`src/rtl/axil_arb_pkg.sv`:
```
// Shared definitions for the 2:1 AXI4-Lite arbiter.
//   arb_state_e : per-path FSM state (idle / address phase / response phase)
//   M0, M1      : master index constants used as grant values
//   RESP_OKAY   : AXI OKAY response code
//   rr_pick     : round-robin winner for a 2-bit request vector
package axil_arb_pkg;

  typedef enum logic [1:0] {
    ST_IDLE = 2'd0,
    ST_ADDR = 2'd1,
    ST_RESP = 2'd2
  } arb_state_e;

  localparam logic       M0        = 1'b0;
  localparam logic       M1        = 1'b1;
  localparam logic [1:0] RESP_OKAY = 2'b00;

  // A lone requester always wins; on a tie the master that did not win last time goes.
  function automatic logic rr_pick(input logic [1:0] req, input logic last_grant);
    logic pick;
    case (req)
      2'b01:   pick = M0;
      2'b10:   pick = M1;
      2'b11:   pick = ~last_grant;
      default: pick = M0;
    endcase
    return pick;
  endfunction

endpackage

```
`src/rtl/axil_arbiter_2to1_if.sv`:
```
// AXI4-Lite bundle (AW, W, B, AR, R channels).
//   master modport : the side that issues requests (drives valids/payload, bready/rready)
//   slave modport  : the side that answers (drives readies, bvalid/bresp, rvalid/rdata/rresp)
interface axil_arbiter_2to1_if #(
  parameter int ADDR_W = 4,
  parameter int DATA_W = 32
);
  logic                awvalid;
  logic                awready;
  logic [ADDR_W-1:0]   awaddr;
  logic                wvalid;
  logic                wready;
  logic [DATA_W-1:0]   wdata;
  logic [DATA_W/8-1:0] wstrb;
  logic                bvalid;
  logic                bready;
  logic [1:0]          bresp;
  logic                arvalid;
  logic                arready;
  logic [ADDR_W-1:0]   araddr;
  logic                rvalid;
  logic                rready;
  logic [DATA_W-1:0]   rdata;
  logic [1:0]          rresp;

  modport master (
    output awvalid, awaddr, wvalid, wdata, wstrb, bready, arvalid, araddr, rready,
    input  awready, wready, bvalid, bresp, arready, rvalid, rdata, rresp
  );

  modport slave (
    input  awvalid, awaddr, wvalid, wdata, wstrb, bready, arvalid, araddr, rready,
    output awready, wready, bvalid, bresp, arready, rvalid, rdata, rresp
  );
endinterface

```
`src/rtl/axil_rr_arb2.sv`:
```
// Two-requester round-robin arbiter with a locked grant.
//   clk, reset : clock, asynchronous active-low reset
//   req        : request vector, bit N = master N
//   lock_en    : capture the round-robin winner into grant
//   release_en : transaction finished; the current grant becomes the last grant
//   grant      : registered, locked grant (M0 after reset)
module axil_rr_arb2
  import axil_arb_pkg::*;
(
  input  logic       clk,
  input  logic       reset,
  input  logic [1:0] req,
  input  logic       lock_en,
  input  logic       release_en,
  output logic       grant
);

  logic last_grant_r;

  // Grant capture and round-robin history; last grant starts at M1 so a tie after reset goes to M0.
  always_ff @(posedge clk or negedge reset) begin
    if (!reset) begin
      grant        <= M0;
      last_grant_r <= M1;
    end else begin
      if (lock_en) begin
        grant <= rr_pick(req, last_grant_r);
      end
      if (release_en) begin
        last_grant_r <= grant;
      end
    end
  end

endmodule

```
`src/rtl/axil_arbiter_2to1.sv`:
```
// Two-master to one-slave AXI4-Lite arbiter. Write and read paths are arbitrated
// independently (round-robin, one outstanding transaction each); a grant is held
// from the address phase until the response handshake.
//   clk, reset : clock, asynchronous active-low reset
//   m0, m1     : upstream masters (slave modport of the bundle)
//   s          : downstream memory slave (master modport of the bundle)
module axil_arbiter_2to1
  import axil_arb_pkg::*;
#(
  parameter int AXIL_DATA_WIDTH = 32,
  parameter int AXIL_ADDR_WIDTH = 4
) (
  input  logic                 clk,
  input  logic                 reset,
  axil_arbiter_2to1_if.slave   m0,
  axil_arbiter_2to1_if.slave   m1,
  axil_arbiter_2to1_if.master  s
);

  // ---------------- write path ----------------
  arb_state_e wstate_r;
  logic       aw_done_r;
  logic       w_done_r;
  logic       wgrant_s;
  logic       wlock_s;
  logic       wrel_s;
  logic       aw_hs_s;
  logic       w_hs_s;
  logic       w_addr_ph_s;
  logic       w_resp_ph_s;

  logic [AXIL_ADDR_WIDTH-1:0]   awaddr_mux_s;
  logic [AXIL_DATA_WIDTH-1:0]   wdata_mux_s;
  logic [AXIL_DATA_WIDTH/8-1:0] wstrb_mux_s;

  assign w_addr_ph_s = (wstate_r == ST_ADDR);
  assign w_resp_ph_s = (wstate_r == ST_RESP);
  // Only awvalid requests a write grant; a lone wvalid waits for its address.
  assign wlock_s     = (wstate_r == ST_IDLE) && (m0.awvalid || m1.awvalid);
  assign wrel_s      = w_resp_ph_s && s.bvalid && s.bready;
  assign aw_hs_s     = s.awvalid && s.awready;
  assign w_hs_s      = s.wvalid && s.wready;

  axil_rr_arb2 u_warb (
    .clk        (clk),
    .reset      (reset),
    .req        ({m1.awvalid, m0.awvalid}),
    .lock_en    (wlock_s),
    .release_en (wrel_s),
    .grant      (wgrant_s)
  );

  // Write FSM: arbitration cycle, AW/W forwarding until both complete, then B.
  always_ff @(posedge clk or negedge reset) begin
    if (!reset) begin
      wstate_r  <= ST_IDLE;
      aw_done_r <= 1'b0;
      w_done_r  <= 1'b0;
    end else begin
      case (wstate_r)
        ST_IDLE: begin
          if (wlock_s) begin
            wstate_r  <= ST_ADDR;
            aw_done_r <= 1'b0;
            w_done_r  <= 1'b0;
          end
        end
        ST_ADDR: begin
          if (aw_hs_s) aw_done_r <= 1'b1;
          if (w_hs_s)  w_done_r  <= 1'b1;
          if ((aw_done_r || aw_hs_s) && (w_done_r || w_hs_s)) begin
            wstate_r <= ST_RESP;
          end
        end
        ST_RESP: begin
          if (wrel_s) wstate_r <= ST_IDLE;
        end
        default: wstate_r <= ST_IDLE;
      endcase
    end
  end

  // Payload always follows the grant so the slave never sees X, even when idle.
  assign awaddr_mux_s = wgrant_s ? m1.awaddr : m0.awaddr;
  assign wdata_mux_s  = wgrant_s ? m1.wdata  : m0.wdata;
  assign wstrb_mux_s  = wgrant_s ? m1.wstrb  : m0.wstrb;

  assign s.awaddr  = awaddr_mux_s;
  assign s.wdata   = wdata_mux_s;
  assign s.wstrb   = wstrb_mux_s;
  // A completed channel is masked so the slave sees exactly one handshake per channel.
  assign s.awvalid = w_addr_ph_s && !aw_done_r && (wgrant_s ? m1.awvalid : m0.awvalid);
  assign s.wvalid  = w_addr_ph_s && !w_done_r  && (wgrant_s ? m1.wvalid  : m0.wvalid);
  assign s.bready  = w_resp_ph_s && (wgrant_s ? m1.bready : m0.bready);

  assign m0.awready = w_addr_ph_s && !aw_done_r && (wgrant_s == M0) && s.awready;
  assign m1.awready = w_addr_ph_s && !aw_done_r && (wgrant_s == M1) && s.awready;
  assign m0.wready  = w_addr_ph_s && !w_done_r  && (wgrant_s == M0) && s.wready;
  assign m1.wready  = w_addr_ph_s && !w_done_r  && (wgrant_s == M1) && s.wready;
  assign m0.bvalid  = w_resp_ph_s && (wgrant_s == M0) && s.bvalid;
  assign m1.bvalid  = w_resp_ph_s && (wgrant_s == M1) && s.bvalid;
  assign m0.bresp   = s.bresp;
  assign m1.bresp   = s.bresp;

  // ---------------- read path ----------------
  arb_state_e rstate_r;
  logic       rgrant_s;
  logic       rlock_s;
  logic       rrel_s;
  logic       ar_hs_s;
  logic       r_addr_ph_s;
  logic       r_data_ph_s;

  logic [AXIL_ADDR_WIDTH-1:0] araddr_mux_s;

  assign r_addr_ph_s = (rstate_r == ST_ADDR);
  assign r_data_ph_s = (rstate_r == ST_RESP);
  assign rlock_s     = (rstate_r == ST_IDLE) && (m0.arvalid || m1.arvalid);
  assign rrel_s      = r_data_ph_s && s.rvalid && s.rready;
  assign ar_hs_s     = s.arvalid && s.arready;

  axil_rr_arb2 u_rarb (
    .clk        (clk),
    .reset      (reset),
    .req        ({m1.arvalid, m0.arvalid}),
    .lock_en    (rlock_s),
    .release_en (rrel_s),
    .grant      (rgrant_s)
  );

  // Read FSM: arbitration cycle, AR forwarding, then R until its handshake.
  always_ff @(posedge clk or negedge reset) begin
    if (!reset) begin
      rstate_r <= ST_IDLE;
    end else begin
      case (rstate_r)
        ST_IDLE: begin
          if (rlock_s) rstate_r <= ST_ADDR;
        end
        ST_ADDR: begin
          if (ar_hs_s) rstate_r <= ST_RESP;
        end
        ST_RESP: begin
          if (rrel_s) rstate_r <= ST_IDLE;
        end
        default: rstate_r <= ST_IDLE;
      endcase
    end
  end

  assign araddr_mux_s = rgrant_s ? m1.araddr : m0.araddr;
  assign s.araddr     = araddr_mux_s;
  assign s.arvalid    = r_addr_ph_s && (rgrant_s ? m1.arvalid : m0.arvalid);
  assign s.rready     = r_data_ph_s && (rgrant_s ? m1.rready : m0.rready);

  assign m0.arready = r_addr_ph_s && (rgrant_s == M0) && s.arready;
  assign m1.arready = r_addr_ph_s && (rgrant_s == M1) && s.arready;
  assign m0.rvalid  = r_data_ph_s && (rgrant_s == M0) && s.rvalid;
  assign m1.rvalid  = r_data_ph_s && (rgrant_s == M1) && s.rvalid;
  assign m0.rdata   = s.rdata;
  assign m1.rdata   = s.rdata;
  assign m0.rresp   = s.rresp;
  assign m1.rresp   = s.rresp;

endmodule

```
`src/flat_wrapper.sv`:
```
// flat-port wrapper written by rule: the top's interface ports become plain ports
module axil_arbiter_2to1_flat import axil_arb_pkg::*;
#(
  parameter int AXIL_DATA_WIDTH = 32,
  parameter int AXIL_ADDR_WIDTH = 4
)
  (clk, reset, m0_awvalid, m0_awaddr, m0_wvalid, m0_wdata, m0_wstrb, m0_bready, m0_arvalid, m0_araddr, m0_rready, m0_awready, m0_wready, m0_bvalid, m0_bresp, m0_arready, m0_rvalid, m0_rdata, m0_rresp, m1_awvalid, m1_awaddr, m1_wvalid, m1_wdata, m1_wstrb, m1_bready, m1_arvalid, m1_araddr, m1_rready, m1_awready, m1_wready, m1_bvalid, m1_bresp, m1_arready, m1_rvalid, m1_rdata, m1_rresp, s_awvalid, s_awaddr, s_wvalid, s_wdata, s_wstrb, s_bready, s_arvalid, s_araddr, s_rready, s_awready, s_wready, s_bvalid, s_bresp, s_arready, s_rvalid, s_rdata, s_rresp);
  axil_arbiter_2to1_if m0_i ();
  axil_arbiter_2to1_if m1_i ();
  axil_arbiter_2to1_if s_i ();
  input  logic clk;
  input  logic reset;
  input wire logic [$bits(m0_i.awvalid)-1:0] m0_awvalid;
  input wire logic [$bits(m0_i.awaddr)-1:0] m0_awaddr;
  input wire logic [$bits(m0_i.wvalid)-1:0] m0_wvalid;
  input wire logic [$bits(m0_i.wdata)-1:0] m0_wdata;
  input wire logic [$bits(m0_i.wstrb)-1:0] m0_wstrb;
  input wire logic [$bits(m0_i.bready)-1:0] m0_bready;
  input wire logic [$bits(m0_i.arvalid)-1:0] m0_arvalid;
  input wire logic [$bits(m0_i.araddr)-1:0] m0_araddr;
  input wire logic [$bits(m0_i.rready)-1:0] m0_rready;
  output wire logic [$bits(m0_i.awready)-1:0] m0_awready;
  output wire logic [$bits(m0_i.wready)-1:0] m0_wready;
  output wire logic [$bits(m0_i.bvalid)-1:0] m0_bvalid;
  output wire logic [$bits(m0_i.bresp)-1:0] m0_bresp;
  output wire logic [$bits(m0_i.arready)-1:0] m0_arready;
  output wire logic [$bits(m0_i.rvalid)-1:0] m0_rvalid;
  output wire logic [$bits(m0_i.rdata)-1:0] m0_rdata;
  output wire logic [$bits(m0_i.rresp)-1:0] m0_rresp;
  input wire logic [$bits(m1_i.awvalid)-1:0] m1_awvalid;
  input wire logic [$bits(m1_i.awaddr)-1:0] m1_awaddr;
  input wire logic [$bits(m1_i.wvalid)-1:0] m1_wvalid;
  input wire logic [$bits(m1_i.wdata)-1:0] m1_wdata;
  input wire logic [$bits(m1_i.wstrb)-1:0] m1_wstrb;
  input wire logic [$bits(m1_i.bready)-1:0] m1_bready;
  input wire logic [$bits(m1_i.arvalid)-1:0] m1_arvalid;
  input wire logic [$bits(m1_i.araddr)-1:0] m1_araddr;
  input wire logic [$bits(m1_i.rready)-1:0] m1_rready;
  output wire logic [$bits(m1_i.awready)-1:0] m1_awready;
  output wire logic [$bits(m1_i.wready)-1:0] m1_wready;
  output wire logic [$bits(m1_i.bvalid)-1:0] m1_bvalid;
  output wire logic [$bits(m1_i.bresp)-1:0] m1_bresp;
  output wire logic [$bits(m1_i.arready)-1:0] m1_arready;
  output wire logic [$bits(m1_i.rvalid)-1:0] m1_rvalid;
  output wire logic [$bits(m1_i.rdata)-1:0] m1_rdata;
  output wire logic [$bits(m1_i.rresp)-1:0] m1_rresp;
  output wire logic [$bits(s_i.awvalid)-1:0] s_awvalid;
  output wire logic [$bits(s_i.awaddr)-1:0] s_awaddr;
  output wire logic [$bits(s_i.wvalid)-1:0] s_wvalid;
  output wire logic [$bits(s_i.wdata)-1:0] s_wdata;
  output wire logic [$bits(s_i.wstrb)-1:0] s_wstrb;
  output wire logic [$bits(s_i.bready)-1:0] s_bready;
  output wire logic [$bits(s_i.arvalid)-1:0] s_arvalid;
  output wire logic [$bits(s_i.araddr)-1:0] s_araddr;
  output wire logic [$bits(s_i.rready)-1:0] s_rready;
  input wire logic [$bits(s_i.awready)-1:0] s_awready;
  input wire logic [$bits(s_i.wready)-1:0] s_wready;
  input wire logic [$bits(s_i.bvalid)-1:0] s_bvalid;
  input wire logic [$bits(s_i.bresp)-1:0] s_bresp;
  input wire logic [$bits(s_i.arready)-1:0] s_arready;
  input wire logic [$bits(s_i.rvalid)-1:0] s_rvalid;
  input wire logic [$bits(s_i.rdata)-1:0] s_rdata;
  input wire logic [$bits(s_i.rresp)-1:0] s_rresp;
  assign m0_i.awvalid = m0_awvalid;
  assign m0_i.awaddr = m0_awaddr;
  assign m0_i.wvalid = m0_wvalid;
  assign m0_i.wdata = m0_wdata;
  assign m0_i.wstrb = m0_wstrb;
  assign m0_i.bready = m0_bready;
  assign m0_i.arvalid = m0_arvalid;
  assign m0_i.araddr = m0_araddr;
  assign m0_i.rready = m0_rready;
  assign m0_awready = m0_i.awready;
  assign m0_wready = m0_i.wready;
  assign m0_bvalid = m0_i.bvalid;
  assign m0_bresp = m0_i.bresp;
  assign m0_arready = m0_i.arready;
  assign m0_rvalid = m0_i.rvalid;
  assign m0_rdata = m0_i.rdata;
  assign m0_rresp = m0_i.rresp;
  assign m1_i.awvalid = m1_awvalid;
  assign m1_i.awaddr = m1_awaddr;
  assign m1_i.wvalid = m1_wvalid;
  assign m1_i.wdata = m1_wdata;
  assign m1_i.wstrb = m1_wstrb;
  assign m1_i.bready = m1_bready;
  assign m1_i.arvalid = m1_arvalid;
  assign m1_i.araddr = m1_araddr;
  assign m1_i.rready = m1_rready;
  assign m1_awready = m1_i.awready;
  assign m1_wready = m1_i.wready;
  assign m1_bvalid = m1_i.bvalid;
  assign m1_bresp = m1_i.bresp;
  assign m1_arready = m1_i.arready;
  assign m1_rvalid = m1_i.rvalid;
  assign m1_rdata = m1_i.rdata;
  assign m1_rresp = m1_i.rresp;
  assign s_awvalid = s_i.awvalid;
  assign s_awaddr = s_i.awaddr;
  assign s_wvalid = s_i.wvalid;
  assign s_wdata = s_i.wdata;
  assign s_wstrb = s_i.wstrb;
  assign s_bready = s_i.bready;
  assign s_arvalid = s_i.arvalid;
  assign s_araddr = s_i.araddr;
  assign s_rready = s_i.rready;
  assign s_i.awready = s_awready;
  assign s_i.wready = s_wready;
  assign s_i.bvalid = s_bvalid;
  assign s_i.bresp = s_bresp;
  assign s_i.arready = s_arready;
  assign s_i.rvalid = s_rvalid;
  assign s_i.rdata = s_rdata;
  assign s_i.rresp = s_rresp;
  axil_arbiter_2to1 #(.AXIL_DATA_WIDTH(AXIL_DATA_WIDTH), .AXIL_ADDR_WIDTH(AXIL_ADDR_WIDTH)) u_core (.clk(clk), .reset(reset), .m0(m0_i), .m1(m1_i), .s(s_i));
endmodule
```
`config.mk`:
```
export PLATFORM = sky130hd
export DESIGN_NAME = axil_arbiter_2to1_flat
export DESIGN_NICKNAME = d
export VERILOG_FILES = /design/src/rtl/axil_arb_pkg.sv /design/src/rtl/axil_arbiter_2to1_if.sv /design/src/rtl/axil_rr_arb2.sv /design/src/rtl/axil_arbiter_2to1.sv /design/src/flat_wrapper.sv
export SDC_FILE = /design/constraint.sdc
export NUM_CORES = 1
export LEC_CHECK = 0
export ABC_AREA = 1
export ABC_CLOCK_PERIOD_IN_PS = 1300
export CORE_AREA = 2 2 105 107
export DETAILED_ROUTE_END_ITERATION = 16
export DIE_AREA = 0 0 107 109
export MAX_ROUTING_LAYER = met4
export RECOVER_POWER = 25
export SYNTH_ARGS = -nofsm -noshare
export SYNTH_HDL_FRONTEND = slang
export SYNTH_SLANG_ARGS = --single-unit
export TNS_END_PERCENT = 5
```
`constraint.sdc`:
```
create_clock -name clk -period 1.3 [get_ports clk]
set_input_delay 0.13 -clock clk [delete_from_list [all_inputs] [get_ports clk]]
set_output_delay 0.13 -clock clk [all_outputs]
set_load 0.03 [all_outputs]
```
==> results of run 1 <==
cells by family after synthesis:
| group | Yosys count |
|---|---|
| AND/OR/NAND/NOR | 196 |
| buffers and inverters | 96 |
| AO/OA/AOI/OAI | 15 |
| flip-flops | 10 |
cells in the mapped netlist (all sizes together):
master	instances
inv	13
nor3	4
dfrtp	8
or2	2
nand2	169
buf	83
nand3	4
a21oi	8
nor2	16
o21ai	7
dfstp	2
nand3b	1
layout make-up:
| cell class | count | area (sq um) | share of cell area |
|---|---|---|---|
| Timing Repair Buffer | 176 | 1910 | 0.565 |
| Multi-Input combinational cell | 211 | 936 | 0.277 |
| Sequential cell | 10 | 255 | 0.0755 |
| Tap cell | 140 | 175 | 0.0518 |
| Inverter | 13 | 57.6 | 0.0170 |
| Clock buffer | 4 | 45.0 | 0.0133 |
critical path: cells and delay by family (launching register included):
family / cells / cell delay, ns
buf+inv: 4 / 0.61
flops: 1 / 0.39
simple gates: 1 / 0.11
timing repair:
item | 4_1_cts | 5_1_grt
resized for setup | 28 | 22
pin swaps | 1 | 8
buffers inserted | 4 | 1
setup endpoints to repair | 61 | 62
layer usage:
layer | vias to the layer above | routed length (um)
met5 | - | 0
met4 | 0 | 253
met3 | 37 | 685
met2 | 109 | 3640
met1 | 977 | 2820
li1 | 1077 | -
registers in the layout, indices dropped and copies added, names as in the netlist:
register	cells
u_core.u_warb.last_grant_r	1
u_core.rstate_r	2
u_core.aw_done_r	1
u_core.u_rarb.last_grant_r	1
u_core.wstate_r	2
u_core.u_warb.grant	1
u_core.w_done_r	1
u_core.u_rarb.grant	1
stage by stage:
stage | setup TNS, ns | power (W) | hold WS (ns) | cells
6_report | -6.91 | 0.00702 | 0.227 | 554
2_1_floorplan | -0.199 | 0.00398 | -0.166 | 317
3_5_place_dp | -1.20 | 0.00624 | 0.260 | 545
4_1_cts | -7.82 | 0.00693 | 0.236 | 553
3_3_place_gp | -0.288 | 0.00619 | 0.260 | 545
5_1_grt | -10.55 | 0.00751 | 0.256 | 554
power by group:
part / internal (W) / switching, W / total, W
logic: 0.00264 / 0.00339 / 0.00603
clock network: 0.000215 / 0.000121 / 0.000336
registers: 0.000488 / 0.000165 / 0.000653
total: 0.00335 / 0.00367 / 0.00702
worst paths after layout:
kind / start / to / slack [ns] / cells after the start
setup reg to reg: u_core.u_warb.grant / u_core.wstate_r[1] / -0.05 / 8
max in group asynchronous: reset / u_core.u_rarb.grant / 0.72 / 1
min in group clk: s_rdata[16] / m0_rdata[16] / 0.26 / 0
setup / recovery: u_core.u_warb.grant / m1_bvalid / -0.18 / 5
hold reg to reg: u_core.u_warb.last_grant_r / u_core.u_warb.last_grant_r / 0.48 / 2
hold / removal: reset / u_core.rstate_r[1] / 0.23 / 1
==> load_flow_metrics.sql, run 1 <==
INSERT INTO impl_metrics (metric_group, metric, value, unit) VALUES
('outcome', 'status', 'finished with violations', ''),
('outcome', 'violated_checks', 'setup timing', ''),
('sta', 'fin_crit', '1.48', 'ns'),
('setup_path', 'path_cells', 'clkinvlp_4 -> buf_12 -> buf_6 -> nor2_1 -> buf_4', ''),
('synthesis', 'postSynthNetCount', '458', ''),
('synthesis', 'synth_top_cell_area_share', '0.356', ''),
('placement', 'place.detailed.hpwl', '6220', 'um'),
('floorplan', 'core-area', '0.0106', 'sq mm'),
('cts', 'clock_tree.buffer_depth', '2', ''),
('drt', 'detailedRoute.firstPassIterationCount', '4', ''),
('grt', 'first_global_vias', '2196', ''),
('drt', 'initialDrtViolationCount', '57', ''),
('sta', 'maxSlewHeadroom', '0.672', ''),
('floorplan', 'floorplan.die.width', '107', 'um'),
('synthesis', 'synth_cells', '317', ''),
('worst_hold_path', 'hp-class', 'in2async', ''),
('setup_path', 'critical_path.endpoint_type', 'output port', ''),
('drt', 'postRouteWirelength', '7400', 'um'),
('layout', 'final_common_cell', 'sky130_fd_sc_hd__nand2_1', ''),
('synthesis', 'ys.warnings.count', '0', ''),
('sta', 'tightest_slew', '0.491', 'ns'),
('grt', 'globalRouteMet3Util', '0.0299', ''),
('pwr', 'maximum_resistive_drop_on_vdd', '0.000994', 'V'),
('synthesis', 'synth_cell_types', '22', ''),
('layout', 'final_area', '0.00338', 'sq mm'),
('sta', 'timing.final.ws_setup', '-0.178', 'ns'),
('run', 'maxCapViolCount', '0', ''),
('placement', 'globalplace.congestion', '0.835', ''),
('layout', 'finalNetCount', '556', ''),
('grt', 'initial_antenna_violation_count', '0', ''),
('layout', 'layout-drive-gt1-share', '0.280', ''),
('placement', 'io_buffers', '163', ''),
('drt', 'num_vias', '2200', ''),
('drt', 'postRouteAntennaNets', '0', ''),
('synthesis', 'synth_top_family_by_area', 'simple AND/OR/NAND/NOR gates', ''),
('setup_path', 'timing.setup.critical_path_class', 'reg2out', ''),
('pwr', 'power-per-cell-area', '2080', 'mW/mm^2'),
('sta', 'setup-violations-final', '53', ''),
('grt', 'first_pass_grt_wire_length', '10700', 'um'),
('layout', 'area_growth_syn_to_layout', '89.8', '%'),
('cts', 'tritoncts_num_sinks', '10', ''),
('cts', 'clock_latency', '0.24', 'ns'),
('grt', 'global_route.overflow_total', '0', ''),
('synthesis', 'yosys.area_share.xor_xnor', '0', ''),
('synthesis', 'synth_simple_gate_area_share', '0.436', ''),
('drt', 'average_wire_per_standard_cell', '13.3', 'um'),
('layout', 'highest_count_cells_in_the_layout_ignoring_fill_and_taps', 'sky130_fd_sc_hd__nand2_1, sky130_fd_sc_hd__clkdlybuf4s50_1, sky130_fd_sc_hd__buf_4', ''),
('floorplan', 'dieArea', '0.0117', 'sq mm'),
('grt', 'grt_use_total', '0.120', ''),
('pwr', 'p_leak', '1.62', 'nW'),
('cts', 'ctsHoldBuffers', '0', ''),
('sta', 'grt_setup_unrepaired', 'true', ''),
('floorplan', 'row_count', '38', ''),
('setup_path', 'worst_ep_required_time', '1.17', 'ns'),
('synthesis', 'synth_compound_gate_area_share', '0.0485', ''),
('synthesis', 'yosys.area.top_type', 'sky130_fd_sc_hd__nand2_1', ''),
('sta', 'timing.final.crit_share', '1.14', ''),
('synthesis', 'post_synth_instance_area', '0.00178', 'sq mm'),
('synthesis', 'avgSynthCellArea', '5.62', 'sq um'),
('floorplan', 'io_pins', '272', ''),
('layout', 'antenna-diode-count', '0', ''),
('grt', 'gr_met2_demand_resource', '0.210', ''),
('synthesis', 'post_synth_main_area_contributors', 'sky130_fd_sc_hd__nand2_1, sky130_fd_sc_hd__buf_4, sky130_fd_sc_hd__dfrtp_1', ''),
('cts', 'number_of_buffers_created_by_cts', '3', ''),
('floorplan', 'initial_utilization', '0.168', ''),
('cts', 'clock_tree.root_cell', 'sky130_fd_sc_hd__clkbuf_8', ''),
('synthesis', 'post_synth_mux_area_share', '0', ''),
('setup_path', 'critPathArrivalTime', '1.35', 'ns'),
('synthesis', 'synth_fa_ha_area_frac', '0', ''),
('synthesis', 'seq_area_frac_synth', '0.142', ''),
('cts', 'clock_tree_from_tritoncts', 'yes', '');
No activity file was read; power rests on OpenSTA's default activity.
==> run 2, diff against run 1 <==
ABC_CLOCK_PERIOD_IN_PS = 1650   (was 1300)
clock period = 1.65 ns   (was 1.3 ns; I/O delays follow)
==> run 2 against run 1 <==
  * The run now ends clean
  * Via count shrank 4.0%
  * Sequential share of layout area grew 0.47 points
  * Total power shrank 28%
  * Design area shrank 5.9%
  * Critical path depth shrank 1
  * Flip-flop and latch count is the same
  * Cell count shrank 1.6%
  * Count of clock-buffer cells in the layout is the same
  * Setup slack gained 0.29 ns
  * First-iteration DRC count grew 32%
  * Critical path type unchanged
==> load_flow_metrics.sql, run 2 (same netlist as run 1, synthesis figures left out) <==
INSERT INTO impl_metrics (metric_group, metric, value, unit) VALUES
('floorplan', 'fp.dieH', '109', 'um'),
('cts', 'clock_tree.buffer_depth', '2', ''),
('sta', 'timing.final.ws_setup', '0.111', 'ns'),
('cts', 'tritoncts_num_sinks', '10', ''),
('layout', 'finalNetCount', '547', ''),
('sta', 'fin_crit', '1.54', 'ns'),
('placement', 'place.detailed.hpwl', '5840', 'um'),
('pwr', 'maximum_resistive_drop_on_vdd', '0.000953', 'V'),
('layout', 'antenna-diode-count', '0', ''),
('setup_path', 'cp.buffers_inverters', '2', ''),
('grt', 'globalRouteMet3Util', '0.0203', ''),
('floorplan', 'io_pins', '272', ''),
('sta', 'timing.final.crit_share', '0.933', ''),
('grt', 'met1_usage', '0.133', ''),
('setup_path', 'slowest_stage', 'sky130_fd_sc_hd__dfrtp_2', ''),
('drt', 'drcViolationCount', '0', ''),
('grt', 'first_global_vias', '2041', ''),
('setup_path', 'worst_r2r_startpoint', 'u_core.u_rarb.grant', ''),
('grt', 'global_route.overflow_total', '0', ''),
('floorplan', 'floorplan.die.width', '107', 'um'),
('placement', 'io_buffers', '163', ''),
('setup_path', 'r2r_worst_path_depth', '6', ''),
('floorplan', 'dieArea', '0.0117', 'sq mm'),
('sta', 'finalMaxSlewViolations', '0', ''),
('layout', 'nFillCells', '1137', ''),
('sta', 'setup-violations-final', '0', ''),
('cts', 'number_of_buffers_created_by_cts', '3', ''),
('outcome', 'status', 'finished, final reports clean', ''),
('grt', 'grt_most_used_layer', 'met2', ''),
('setup_path', 'reg2reg_slack', '0.35', 'ns'),
('setup_path', 'critPathMaxFanout', '46', ''),
('pwr', 'power.combinational.fraction', '0.843', ''),
('floorplan', 'core-area', '0.0106', 'sq mm'),
('grt', 'grt_use_total', '0.113', ''),
('setup_path', 'cpLargestDelayFamily', 'flip-flops', ''),
('pwr', 'power-per-cell-area', '1600', 'mW/mm^2'),
('sta', 'fin_worst_skew', '0.000412', 'ns'),
('grt', 'initial_antenna_violation_count', '0', ''),
('layout', 'final_common_cell', 'sky130_fd_sc_hd__nand2_1', ''),
('grt', 'maximum_number_of_pins_on_one_net_before_global_route_repair', '47', ''),
('cts', 'clock_tree_from_tritoncts', 'yes', ''),
('layout', 'highest_count_cells_in_the_layout_ignoring_fill_and_taps', 'sky130_fd_sc_hd__nand2_1, sky130_fd_sc_hd__clkdlybuf4s50_1, sky130_fd_sc_hd__buf_4', ''),
('setup_path', 'worst_ep_required_time', '1.48', 'ns'),
('pwr', 'p_leak', '1.56', 'nW'),
('layout', 'area_growth_syn_to_layout', '78.6', '%'),
('sta', 'maxSlewHeadroom', '0.659', ''),
('cts', 'worst_setup_hold_path_clk_slew', '0.05', 'ns'),
('placement', 'globalplace.congestion', '0.759', ''),
('drt', 'postRouteAntennaNets', '0', ''),
('setup_path', 'setup.worst_path.start_class', 'flop', ''),
('sta', 'hold_viol_final', '0', ''),
('drt', 'initialDrtViolationCount', '75', ''),
('sta', 'fin_hold_ws', '0.274', 'ns'),
('placement', 'placement.setup.worst_slack', '0.0291', 'ns'),
('drt', 'detailedRoute.firstPassIterationCount', '4', ''),
('pwr', 'power_frac_clock', '0.060', ''),
('setup_path', 'critPathArrivalTime', '1.37', 'ns'),
('cts', 'clock_tree.root_cell', 'sky130_fd_sc_hd__clkbuf_8', ''),
('setup_path', 'timing.setup.critical_path_class', 'reg2out', ''),
('pwr', 'switchingPower', '0.00271', 'W'),
('sta', 'tightest_slew', '0.510', 'ns'),
('drt', 'postRouteWirelength', '6970', 'um'),
('setup_path', 'cpMostUsedCell', 'sky130_fd_sc_hd__buf_12', ''),
('cts', 'clock_tree.htree_level_count', '1', ''),
('drt', 'num_vias', '2111', ''),
('sta', 'max_clock_freq', '650', 'MHz'),
('setup_path', 'critical_path.endpoint_type', 'output port', ''),
('sta', 'tns', '0', 'ns'),
('drt', 'average_wire_per_standard_cell', '12.8', 'um'),
('pwr', 'cell_int_power', '0.00237', 'W'),
('floorplan', 'row_count', '38', ''),
('cts', 'clock_latency', '0.23', 'ns'),
('setup_path', 'critical_path.max_stage_delay', '0.40', 'ns'),
('drt', 'avgViaCountPerCell', '3.87', ''),
('setup_path', 'path_cells', 'buf_12 -> nand2_1 -> a21oi_2 -> buf_12', ''),
('grt', 'gr_met2_demand_resource', '0.192', ''),
('run', 'maxCapViolCount', '0', ''),
('pwr', 'seqPwrFrac', '0.097', ''),
('floorplan', 'initial_utilization', '0.168', ''),
('layout', 'largest_registers', 'u_core.rstate_r: 2 flops, u_core.wstate_r: 2 flops', ''),
('grt', 'first_pass_grt_wire_length', '10200', 'um'),
('cts', 'cts_post_setup_buffers_inserted', '0', ''),
('layout', 'layout-drive-gt1-share', '0.198', ''),
('cts', 'ctsHoldBuffers', '0', ''),
('pwr', 'sw_frac', '0.533', ''),
('worst_hold_path', 'hp-class', 'in2async', ''),
('setup_path', 'r2r_end', 'u_core.rstate_r[0]', '');
-- run 2: timing repair --
item                                   CTS  global route
setup endpoints to repair                4            39
gates resized for setup                  4             4
pin swaps                                0             1
endpoints found under the hold margin    0             0
-- run 2: metal layers --
metal / share of wire / up-vias
li1: - / 1060
met2: 0.48 / 102
met4: 0.028 / 0
met3: 0.079 / 30
met5: 0 / -
met1: 0.41 / 919
-- run 2: how the worst max path moves through the flow --
stage | start | end | cells after the start
finish | u_core.u_warb.grant | s_bready | 4
global route | u_core.wstate_r[1] | m1_awready | 6
CTS | u_core.u_warb.grant | s_wdata[28] | 5
detailed placement | m1_araddr[1] | s_araddr[1] | 4
global placement | m1_araddr[1] | s_araddr[1] | 4
floorplan | u_core.rstate_r[1] | m0_arready | 3
-- run 2: per-stage QoR --
step	std cells	area (sq um)	utilization	power, W
5_1_grt	545	3180	0.300	0.00547
3_3_place_gp	541	3120	0.294	0.00480
6_report	545	3180	0.300	0.00508
2_1_floorplan	317	1780	-	0.00313
4_1_cts	545	3170	0.299	0.00513
3_5_place_dp	541	3120	0.294	0.00482
-- run 2: final cells by class --
type,count,area (sq um),share of cell area
sequential,10,255,0.0803
inverter,13,57.6,0.0181
tap,140,175,0.0551
clock buffer,4,55.1,0.0173
multi-input combinational,211,868,0.273
timing repair buffer,167,1770,0.556
-- run 2: power groups by stage --
stage	combinational (W)	sequential, W	clock (W)
finish	0.00428	0.000493	0.000305
global route	0.00462	0.000508	0.000334
CTS	0.00433	0.000488	0.000315
detailed placement	0.00433	0.000491	0
global placement	0.00432	0.000486	0
floorplan	0.00270	0.000434	0
-- run 2: worst reg2reg max path: stages (launching register included) --
cell and delay [ns]:
sky130_fd_sc_hd__dfrtp_1 0.54, sky130_fd_sc_hd__buf_4 0.19, sky130_fd_sc_hd__nand2_1 0.06, sky130_fd_sc_hd__a21oi_2 0.16
sky130_fd_sc_hd__nand2_1 0.10, sky130_fd_sc_hd__nand2_1 0.07, sky130_fd_sc_hd__o21ai_0 0.07
